**config.mk**
```make
export PLATFORM = sky130hd
export DESIGN_NAME = uart_cmd_sequencer
export DESIGN_NICKNAME = d
export VERILOG_FILES = /design/src/rtl/uart_i2c_pkg.sv /design/src/rtl/uart_cmd_sequencer_frame_timer.sv /design/src/rtl/uart_cmd_sequencer.sv
export SDC_FILE = /design/constraint.sdc
export NUM_CORES = 1
export LEC_CHECK = 0
export CAP_MARGIN = 25
export CORE_ASPECT_RATIO = 0.8
export CORE_MARGIN = 2
export CORE_UTILIZATION = 48
export DETAILED_ROUTE_END_ITERATION = 16
export GPL_TIMING_DRIVEN = 0
export HOLD_SLACK_MARGIN = 0.06
export PLACE_DENSITY = 0.8
export SLEW_MARGIN = 25
export SYNTH_ARGS = -nofsm -noshare
export SYNTH_HDL_FRONTEND = slang
export SYNTH_SLANG_ARGS = --single-unit
```
**constraint.sdc**
```tcl
create_clock -name clk -period 2.1 [get_ports clk]
set_input_delay 0.42 -clock clk [delete_from_list [all_inputs] [get_ports clk]]
set_output_delay 0.42 -clock clk [all_outputs]
set_load 0.01 [all_outputs]
```
**src/rtl/uart_i2c_pkg.sv**
```systemverilog
// Shared types and constants for the UART command sequencer: FSM states,
// frame header sync pattern, operation modes and error codes.
package uart_i2c_pkg;

  typedef enum logic [2:0] {
    IDLE    = 3'd0,
    ADDR    = 3'd1,
    DATA_LO = 3'd2,
    DATA_HI = 3'd3,
    CHECK   = 3'd4,
    COMMIT  = 3'd5
  } state_t;

  localparam logic [4:0] SYNC_HDR = 5'b10100;

  localparam logic [2:0] MODE_RD1 = 3'b000;
  localparam logic [2:0] MODE_RD2 = 3'b001;
  localparam logic [2:0] MODE_WR1 = 3'b010;
  localparam logic [2:0] MODE_WR2 = 3'b011;

  typedef enum logic [2:0] {
    ERR_NONE    = 3'd0,
    ERR_BAD_HDR = 3'd1,
    ERR_BAD_CHK = 3'd2,
    ERR_TIMEOUT = 3'd3,
    ERR_OVERRUN = 3'd4
  } err_t;

  // Number of payload bytes a frame of this mode carries between ADDR and CHK.
  function automatic logic [1:0] mode_data_bytes(input logic [2:0] m);
    case (m)
      MODE_WR1: return 2'd1;
      MODE_WR2: return 2'd2;
      default:  return 2'd0;
    endcase
  endfunction

endpackage

```
**src/rtl/uart_cmd_sequencer_frame_timer.sv**
```systemverilog
// Inter-byte idle timer: counts enabled idle clocks and flags expiry once the
// count reaches TIMEOUT_CYCLES-1; saturates there so it can never wrap.
module frame_timer #(
  parameter int TIMEOUT_CYCLES = 100000
) (
  input  logic clk,
  input  logic reset,
  input  logic clear,
  input  logic enable,
  output logic expired
);

  localparam int W = (TIMEOUT_CYCLES > 1) ? $clog2(TIMEOUT_CYCLES) : 1;
  localparam logic [W-1:0] LAST = W'(TIMEOUT_CYCLES - 1);

  logic [W-1:0] count;

  always_ff @(posedge clk) begin
    if (reset || clear) begin
      count <= '0;
    end else if (enable && (count != LAST)) begin
      count <= count + 1'b1;
    end
  end

  assign expired = enable && (count == LAST);

endmodule

```
**src/rtl/uart_cmd_sequencer.sv**
```systemverilog
// Frames UART bytes into checksum-verified I2C instructions and pushes each
// one into the arbiter queues with a single aligned set of write strobes.
module uart_cmd_sequencer #(
  parameter int TIMEOUT_CYCLES = 100000
) (
  input  logic        clk,
  input  logic        reset,
  input  logic [7:0]  rx_data,
  input  logic        rx_valid,
  input  logic        buffers_full,
  output logic [7:0]  addr_pointer,
  output logic [15:0] wr_data,
  output logic [2:0]  mode,
  output logic        wr_addrbuffer,
  output logic        wr_opbuffer,
  output logic        wr_databuffer1,
  output logic        wr_databuffer2,
  output logic        initiate,
  output logic        busy,
  output logic        cmd_accepted,
  output logic        err_valid,
  output logic [2:0]  err_code
);

  import uart_i2c_pkg::*;

  state_t      state, state_n;
  logic [7:0]  chk, chk_n, addr_n;
  logic [15:0] wdata_n;
  logic [2:0]  mode_n, code_n;
  logic        commit, commit_n, err_n;
  logic        timed, expired;

  assign timed = (state == ADDR) || (state == DATA_LO) ||
                 (state == DATA_HI) || (state == CHECK);

  // Any accepted byte, or being outside the byte-collecting states, restarts the count.
  frame_timer #(.TIMEOUT_CYCLES(TIMEOUT_CYCLES)) u_timer (
    .clk     (clk),
    .reset   (reset),
    .clear   (!timed || rx_valid),
    .enable  (timed),
    .expired (expired)
  );

  always_comb begin
    state_n  = state;
    chk_n    = chk;
    addr_n   = addr_pointer;
    wdata_n  = wr_data;
    mode_n   = mode;
    code_n   = err_code;
    commit_n = 1'b0;
    err_n    = 1'b0;
    case (state)
      IDLE: begin
        if (rx_valid) begin
          if ((rx_data[7:3] == SYNC_HDR) && !rx_data[2]) begin
            mode_n  = rx_data[2:0];
            chk_n   = rx_data;
            wdata_n = '0;
            state_n = ADDR;
          end else begin
            err_n  = 1'b1;
            code_n = ERR_BAD_HDR;
          end
        end
      end
      ADDR: begin
        if (rx_valid) begin
          addr_n  = rx_data;
          chk_n   = chk ^ rx_data;
          state_n = (mode_data_bytes(mode) != 2'd0) ? DATA_LO : CHECK;
        end else if (expired) begin
          err_n   = 1'b1;
          code_n  = ERR_TIMEOUT;
          state_n = IDLE;
        end
      end
      DATA_LO: begin
        if (rx_valid) begin
          wdata_n[7:0] = rx_data;
          chk_n        = chk ^ rx_data;
          state_n      = (mode == MODE_WR2) ? DATA_HI : CHECK;
        end else if (expired) begin
          err_n   = 1'b1;
          code_n  = ERR_TIMEOUT;
          state_n = IDLE;
        end
      end
      DATA_HI: begin
        if (rx_valid) begin
          wdata_n[15:8] = rx_data;
          chk_n         = chk ^ rx_data;
          state_n       = CHECK;
        end else if (expired) begin
          err_n   = 1'b1;
          code_n  = ERR_TIMEOUT;
          state_n = IDLE;
        end
      end
      CHECK: begin
        if (rx_valid) begin
          if (rx_data == chk) begin
            state_n = COMMIT;
          end else begin
            err_n   = 1'b1;
            code_n  = ERR_BAD_CHK;
            state_n = IDLE;
          end
        end else if (expired) begin
          err_n   = 1'b1;
          code_n  = ERR_TIMEOUT;
          state_n = IDLE;
        end
      end
      COMMIT: begin
        // An overrun byte defers the commit one cycle so the error pulse and
        // the queue strobes never share a cycle.
        if (rx_valid) begin
          err_n  = 1'b1;
          code_n = ERR_OVERRUN;
        end else if (!buffers_full) begin
          commit_n = 1'b1;
          state_n  = IDLE;
        end
      end
      default: state_n = IDLE;
    endcase
  end

  always_ff @(posedge clk) begin
    if (reset) begin
      state        <= IDLE;
      chk          <= '0;
      addr_pointer <= '0;
      wr_data      <= '0;
      mode         <= '0;
      err_code     <= '0;
      err_valid    <= 1'b0;
      commit       <= 1'b0;
      busy         <= 1'b0;
    end else begin
      state        <= state_n;
      chk          <= chk_n;
      addr_pointer <= addr_n;
      wr_data      <= wdata_n;
      mode         <= mode_n;
      err_code     <= code_n;
      err_valid    <= err_n;
      commit       <= commit_n;
      busy         <= (state_n != IDLE);
    end
  end

  assign wr_addrbuffer  = commit;
  assign wr_opbuffer    = commit;
  assign wr_databuffer1 = commit;
  assign wr_databuffer2 = commit;
  assign initiate       = commit;
  assign cmd_accepted   = commit;

endmodule

```
==> results of run 1 <==
registers in the layout (all words and copies together), names as in the netlist:
register,cells
mode,3
wr_data,16
chk,8
u_timer.count,17
err_valid,1
busy,1
err_code,3
state,3
cmd_accepted,1
addr_pointer,8
synth_stat cells, types with 2 or more instances:
| library cell | number |
|---|---|
| o21ai_0 | 17 |
| xor2_1 | 6 |
| nor4b_2 | 2 |
| and2_1 | 3 |
| buf_4 | 5 |
| nand3_1 | 18 |
| nor2_1 | 32 |
| o211ai_1 | 8 |
| o21a_1 | 2 |
| a31oi_1 | 3 |
| clkbuf_1 | 21 |
| and3b_1 | 2 |
| buf_6 | 4 |
| or4_1 | 2 |
| a21oi_1 | 40 |
| and3_1 | 4 |
| xnor2_1 | 9 |
| nand2_1 | 43 |
| nor3_1 | 6 |
| or3_1 | 9 |
| nand4_1 | 8 |
| nand2b_1 | 5 |
| a22oi_1 | 8 |
| nor2b_1 | 6 |
| mux2i_1 | 4 |
| and4b_1 | 2 |
| or2_2 | 2 |
| dfxtp_1 | 61 |
| o311a_1 | 2 |
| buf_2 | 3 |
| o31ai_1 | 3 |
| inv_1 | 7 |
cell usage in the layout, fill, tap and decap left out, types with 4 or more instances in the layout:
cell type and instances:
a21oi_1 40, a22oi_1 8, and3_1 4, buf_4 7, buf_6 4, clkbuf_1 20
clkbuf_8 9, clkdlybuf4s50_1 41, dfxtp_1 56, dfxtp_2 5, inv_1 7, mux2i_1 4
nand2_1 43, nand2b_1 5, nand3_1 17, nand4_1 8, nor2_1 32, nor2b_1 4
nor3_1 5, o211ai_1 8, o21ai_0 17, or3_1 9, xnor2_1 9, xor2_1 6
per-layer routing:
layer  share of wire (%)  up-vias  wire [microns]  global-route usage [%]
li1                    -     1403               -                       -
met4                 1.2        0              87                    7.46
met1                  47     1354            3380                    29.2
met3                 7.4        9             539                    6.79
met2                  45      112            3250                    33.8
met5                   0        -               0                       0
worst max-delay path, stage by stage, from the launching register on:
cell      delay [ps]
dfxtp_2          360
and3b_2          230
and4_4           190
buf_6            120
a2111o_1         380
buf_6            150
or4_1            390
a21oi_1          120
power groups by stage:
stage                     clock network [W]  registers, W  logic (W)
final                               0.00118       0.00117   0.000102
after global routing                0.00125       0.00117   0.000110
after CTS                           0.00119       0.00117  0.0000998
after detailed placement                  0       0.00119  0.0000991
after global placement                    0       0.00119  0.0000981
after floorplan                           0       0.00119  0.0000625
cells by family after synthesis:
logic type / synth area share, %
and+or+nand+nor: 25.8
AOI/OAI and AO/OA: 20.1
DFF: 41.1
buffers and inverters: 6.82
xor gates and xnor gates: 4.42
muxes: 1.35
adders and majority gates: 0.421
timing repair:
| action | CTS | global route |
|---|---|---|
| setup endpoints to repair | 9 | 28 |
| pin swaps | 0 | 4 |
| setup buffers | 0 | 2 |
| resized for setup | 2 | 10 |
layout make-up:
class,instances,share of cell area (%)
multi-input cells,266,42.0
clock inverters,7,2.67
clock buffers,9,3.30
inverters,7,0.700
well taps,81,2.70
repair buffers,43,11.3
flip-flops and latches,61,32.7
plain buffers,32,4.60
final timing paths:
check / from / to / slack (ps) / cells after the start
setup / recovery: u_timer.count[14] / u_timer.count[15] / 80 / 7
hold / removal: rx_data[4] / wr_data[12] / 390 / 3
setup reg to reg: u_timer.count[14] / u_timer.count[15] / 80 / 7
hold reg to reg: addr_pointer[1] / addr_pointer[1] / 460 / 2
per-stage QoR:
| stage | power (W) | instance area [sq um] | setup WS [ps] | hold slack, ps |
|---|---|---|---|---|
| floorplan | 0.00126 | 2970 | 140 | 451 |
| global placement | 0.00129 | 3490 | -247 | 434 |
| detailed placement | 0.00129 | 3490 | -311 | 444 |
| CTS | 0.00246 | 3720 | 2.10 | 381 |
| global route | 0.00252 | 3750 | 4.64 | 395 |
| finish | 0.00245 | 3750 | 82.2 | 394 |
==> out/summary.log, run 1 <==
INFO  final_layout   drive_above_1_share=11.8%
INFO  worst_setup_path timing.critical_path.arrival=2300ps
INFO  die            chipWidth=92.0microns
INFO  logic_synthesis ys_types=52
INFO  clock_tree     clk_path_buf_depth=2
INFO  final_layout   fin_util=63.1%
INFO  detailed_routing routed-via-count=2878
INFO  logic_synthesis synthArstFlopShare=0%
INFO  clock_tree     cts_root_buf=clkbuf_8
INFO  die            ios=50
INFO  clock_tree     cts.hold.buffers_added=0
INFO  logic_synthesis yosys_most_used_dff=dfxtp_1
INFO  die            fp-row-count=25
INFO  placement      gp_congestion=0.874
INFO  detailed_routing route.detailed.wl_per_inst=14.3microns
INFO  timing         timing_worst_slew_pin_value=624ps
INFO  timing         report.final.hold_viol_count=0
INFO  detailed_routing vias_per_cell=5.69
INFO  die            design.die.area=0.00685sqmm
INFO  pwr            share_clk_of_total_power=48.2%
INFO  worst_setup_path worstSetupStartpointType=flip-flop
INFO  detailed_routing drt_pre_antenna_iters=4
INFO  timing         timing.slew.headroom=58.2%
INFO  logic_synthesis mapped_nets=380
INFO  worst_setup_path timing_worst_setup_path_type=reg2reg
INFO  logic_synthesis syn-cell-area=0.00297sqmm
INFO  logic_synthesis postSynthRegisterBits=61
INFO  die            start_util=50.0%
INFO  global_route   grt_first_pass_wirelength=11700microns
INFO  logic_synthesis post_synth_edffs=0
INFO  placement      dp.final_hpwl=5070microns
INFO  detailed_routing drcViolationCount=0
INFO  logic_synthesis synth_top_area_share=41.1%
INFO  pwr            leakage=1.24nW
INFO  pwr            power.share.sequential=47.7%
INFO  global_route   grt_pass1_vias=2482
INFO  global_route   grt_total_usage=21.8%
INFO  pwr            power.ir.vdd_worst=0.570mV
INFO  placement      placedCellCount=489
INFO  worst_setup_path worst_ep_required_time=2390ps
INFO  logic_synthesis synthTopCellsByArea=dfxtp_1 41%, a21oi_1 6.7%, nand2_1 5.4%, nor2_1 4.0%, nand3_1 3.0%
INFO  final_layout   multi_input_area=0.00158sqmm
INFO  detailed_routing totalWireLength=7260microns
INFO  job            max_cap_viol_count=0
INFO  pwr            p_sw_share=23.6%
INFO  pwr            powerDensity=652mW/mm^2
INFO  pwr            power_report.internal_total=0.00187W
INFO  logic_synthesis synth_sequential_area_ratio=41.1%
INFO  timing         timing.fmax=0.496GHz
INFO  final_layout   seq_area=0.00123sqmm
INFO  clock_tree     cts_tree=built
INFO  die            die_height=74.4microns
INFO  logic_synthesis synthDominantAreaCellType=dfxtp_1
INFO  detailed_routing count_of_nets_left_with_antenna_violations_after_detail_routing=0
INFO  timing         setup_tns=0ps
INFO  worst_setup_path end_kind=flip-flop
INFO  timing         final.period_utilization=96.1%
INFO  clock_tree     number_of_clock_sinks=61
INFO  global_route   antenna_found_initial=0
INFO  placement      placement.io_buffers=41
INFO  outcome        outcome=complete, no violations
INFO  timing         rsz_0062_raised_after_global_routing=no
INFO  final_layout   relative_area_change_from_synthesis_to_final_layout=26.2%
INFO  global_route   grt_max_degree=13
INFO  timing         total_of_endpoints_with_negative_setup_slack_in_the_final_report=0
INFO  pwr            power.net_switching=0.000577W
INFO  clock_tree     insertion_delay=350ps
INFO  pwr            combinational_fraction_of_design_power=4.2%
INFO  logic_synthesis avgSynthCellArea=8.10squm
INFO  final_layout   total_number_of_nets_in_the_final_design=433
INFO  hold_path      min_path_type=in2reg
INFO  clock_tree     clock_transition_at_the_register_clock_pins_on_the_worst_setup_and_hold_paths_after_cts=70ps
INFO  timing         clock_skew=6.55ps
INFO  final_layout   diode_insertion_count_for_antenna_repair=0
INFO  global_route   grt-ovfl-total=0
INFO  clock_tree     deepest_level_of_the_cts_h_tree=3
INFO  die            core_area=0.00594sqmm
INFO  final_layout   fill_cells=525
INFO  timing         final-max-slew-violation-count=0
INFO  final_layout   final_cell_count_no_fill=506
INFO  logic_synthesis cells_after_synthesis=367
INFO  timing         period_needed=2020ps
INFO  detailed_routing number_of_design_rule_violations_left_by_the_first_detailed_router_iteration=180
INFO  worst_setup_path critical_path_peak_fanout=10
INFO  clock_tree     clock_buffers_created_by_tritoncts=9
INFO  logic_synthesis synth-warning-count=0
No activity file was read; power rests on OpenSTA's default activity.
==> run 2, diff against run 1 <==
--- a/config.mk
+++ b/config.mk
@@ -5,7 +5,7 @@
 export SDC_FILE = /design/constraint.sdc
 export NUM_CORES = 1
 export LEC_CHECK = 0
-export CAP_MARGIN = 25
+export CAP_MARGIN = 40
 export CORE_ASPECT_RATIO = 0.8
 export CORE_MARGIN = 2
 export CORE_UTILIZATION = 48
==> run 2 against run 1 <==
Effect of this change: the flow now finishes with violations (negative setup slack); worst setup slack lost 86 ps; largest cell class unchanged; maximum frequency shrank 4.1%; clock-buffer cell count is the same.
==> out/summary.log, run 2 (synthesis results as in run 1) <==
INFO  clock_tree     deepest_level_of_the_cts_h_tree=3
INFO  timing         final-max-slew-violation-count=0
INFO  clock_tree     clock_transition_at_the_register_clock_pins_on_the_worst_setup_and_hold_paths_after_cts=70ps
INFO  timing         rsz_0062_raised_after_global_routing=yes
INFO  pwr            share_clk_of_total_power=52.3%
INFO  detailed_routing totalWireLength=7300microns
INFO  detailed_routing count_of_nets_left_with_antenna_violations_after_detail_routing=0
INFO  global_route   grt_pass1_vias=2495
INFO  die            design.die.area=0.00685sqmm
INFO  pwr            combinational_fraction_of_design_power=3.9%
INFO  die            core_area=0.00594sqmm
INFO  clock_tree     cts_root_buf=clkbuf_8
INFO  placement      total_cell_area_at_the_placement_stage=0.00349sqmm
INFO  placement      placement.io_buffers=41
INFO  placement      dp.final_hpwl=5080microns
INFO  detailed_routing highest_layer=met4
INFO  die            ios=50
INFO  clock_tree     cts.hold.buffers_added=0
INFO  worst_setup_path critical-path-max-stage-delay=420ps
INFO  timing         report.final.hold_viol_count=0
INFO  timing         total_of_endpoints_with_negative_setup_slack_in_the_final_report=1
INFO  final_layout   relative_area_change_from_synthesis_to_final_layout=27.5%
INFO  worst_setup_path timing_worst_setup_path_type=reg2reg
INFO  detailed_routing number_of_design_rule_violations_left_by_the_first_detailed_router_iteration=207
INFO  timing         period_needed=2100ps
INFO  die            chipWidth=92.0microns
INFO  worst_setup_path timing.critical_path.arrival=2400ps
INFO  final_layout   layout_top_registers=u_timer.count (17), wr_data (16)
INFO  final_layout   total_number_of_nets_in_the_final_design=434
INFO  pwr            powerDensity=702mW/mm^2
INFO  clock_tree     number_of_clock_sinks=61
INFO  pwr            power.net_switching=0.000561W
INFO  timing         timing_worst_slew_pin_value=509ps
INFO  die            fp-row-count=25
INFO  global_route   grt_max_degree=12
INFO  final_layout   drive_above_1_share=10.6%
INFO  detailed_routing wl_met3=499microns
INFO  pwr            p_sw_share=21.1%
INFO  pwr            power.share.sequential=43.8%
INFO  worst_setup_path crit_top_cell=buf_6
INFO  global_route   grt_total_usage=22.3%
INFO  clock_tree     clk_path_buf_depth=2
INFO  detailed_routing vias_per_cell=5.62
INFO  final_layout   max_flop_register=u_timer.count
INFO  worst_setup_path critical_path.n_buffers_inverters=2
INFO  worst_setup_path crit_slowest_cell=a2111o_1
INFO  clock_tree     insertion_delay=350ps
INFO  final_layout   largest_register_ffs=17
INFO  pwr            leakage=1.27nW
INFO  timing         clock_skew=5.14ps
INFO  global_route   grt_first_pass_wirelength=11900microns
INFO  job            max_cap_viol_count=0
INFO  outcome        failing_checks=negative setup slack
INFO  detailed_routing met1_length=3420microns
INFO  final_layout   diode_insertion_count_for_antenna_repair=0
INFO  final_layout   layout.cells.most_common_list=60 x dfxtp_1, 43 x nand2_1, 41 x clkdlybuf4s50_1, 40 x a21oi_1, 32 x nor2_1
INFO  die            die_height=74.4microns
INFO  clock_tree     clock_buffers_created_by_tritoncts=9
INFO  final_layout   final_area=0.00379sqmm
INFO  detailed_routing drt_pre_antenna_iters=5
INFO  timing         timing.fmax=0.475GHz
INFO  die            start_util=50.0%
INFO  clock_tree     cts_tree=built
INFO  timing         final_worst_setup_slack=-4.13ps
INFO  worst_setup_path reg_to_reg_setup_timing_slack=-4ps
INFO  final_layout   leading_cell_type_in_the_layout_fill_and_taps_excluded=dfxtp_1
INFO  hold_path      min_path_type=in2reg
INFO  detailed_routing drcViolationCount=0
INFO  detailed_routing route.detailed.wl_per_inst=14.4microns
INFO  detailed_routing wl_met2=3240microns
INFO  pwr            power.ir.vdd_worst=0.582mV
INFO  worst_setup_path end_kind=flip-flop
INFO  worst_setup_path worstSetupStartpointType=flip-flop
INFO  timing         worst_case_hold_slack=403ps
INFO  pwr            power_report.internal_total=0.00210W
INFO  worst_setup_path crit_family=simple AND/OR/NAND/NOR gates
INFO  final_layout   fill_cells=512
INFO  timing         timing.slew.headroom=66.1%
INFO  global_route   grt-ovfl-total=0
INFO  timing         final.period_utilization=100%
INFO  outcome        outcome=finished, violations left
INFO  detailed_routing routed-via-count=2849
INFO  worst_setup_path crit_path_cell_trace=and3b_1 -> and4_4 -> buf_6 -> a2111o_1 -> buf_6 -> or4_1 -> a21oi_1
INFO  worst_setup_path worst_ep_required_time=2390ps
INFO  worst_setup_path critical_path_peak_fanout=10
INFO  placement      gp_congestion=0.874
INFO  global_route   antenna_found_initial=0
## run 2: worst register-to-register path, stage by stage (launching register included)
cell and delay (ps):
dfxtp_1 390, and3b_1 220, and4_4 200, buf_6 120, a2111o_1 420, buf_6 150
or4_1 400, a21oi_1 140
## run 2: path summary, 6_finish.rpt
path,start,endpoint,cells past startpoint
min,rx_data[4],wr_data[12],3
max reg2reg,u_timer.count[14],u_timer.count[15],7
min reg2reg,err_code[1],err_code[1],2
max,u_timer.count[14],u_timer.count[15],7
## run 2: layout make-up
cell class | count | area, sq um | area share (%)
plain buffers | 32 | 173 | 4.55
clock buffers | 9 | 124 | 3.27
inverters | 7 | 26.3 | 0.693
multi-input cells | 266 | 1580 | 41.6
repair buffers | 44 | 430 | 11.4
well taps | 81 | 101 | 2.67
flip-flops and latches | 61 | 1220 | 32.2
clock inverters | 7 | 138 | 3.63
## run 2: timing repair
| item | in CTS | in global routing |
|---|---|---|
| buffers inserted | 0 | 2 |
| resized for setup | 0 | 7 |
| setup endpoints to repair | 0 | 28 |
## run 2: per-layer routing
layer / GRT usage [%] / up-vias
met5: 0 / -
met4: 10.4 / 0
met3: 6.28 / 13
met2: 34.1 / 111
met1: 29.8 / 1320
li1: - / 1405
## run 2: power groups by stage
stage / registers (W) / logic, W / clock network [W]
floorplan: 0.00119 / 0.0000625 / 0
global placement: 0.00119 / 0.0000981 / 0
detailed placement: 0.00119 / 0.0000987 / 0
CTS: 0.00117 / 0.0000992 / 0.00141
global route: 0.00117 / 0.000113 / 0.00146
finish: 0.00117 / 0.000104 / 0.00139
## run 2: through the flow
step / TNS, ps / cells / power [W] / utilization, % / setup slack (ps)
after floorplan: 0 / 367 / 0.00126 / - / 140
after global placement: -4290 / 489 / 0.00129 / 58.7 / -247
after detailed placement: -4600 / 490 / 0.00129 / 58.7 / -328
after CTS: 0 / 506 / 0.00267 / 63.1 / 2.02
after global routing: -289 / 507 / 0.00274 / 63.8 / -76.6
final: -4.13 / 507 / 0.00266 / 63.8 / -4.13
==> run 3, diff against run 2 <==
--- a/config.mk
+++ b/config.mk
@@ -11,7 +11,7 @@
 export CORE_UTILIZATION = 48
 export DETAILED_ROUTE_END_ITERATION = 16
 export GPL_TIMING_DRIVEN = 0
-export HOLD_SLACK_MARGIN = 0.06
+export HOLD_SLACK_MARGIN = 0.02
 export PLACE_DENSITY = 0.8
 export SLEW_MARGIN = 25
 export SYNTH_ARGS = -nofsm -noshare
==> results of run 3 <==
No change in the layout: final DEF, timing and power equal those of run 2.
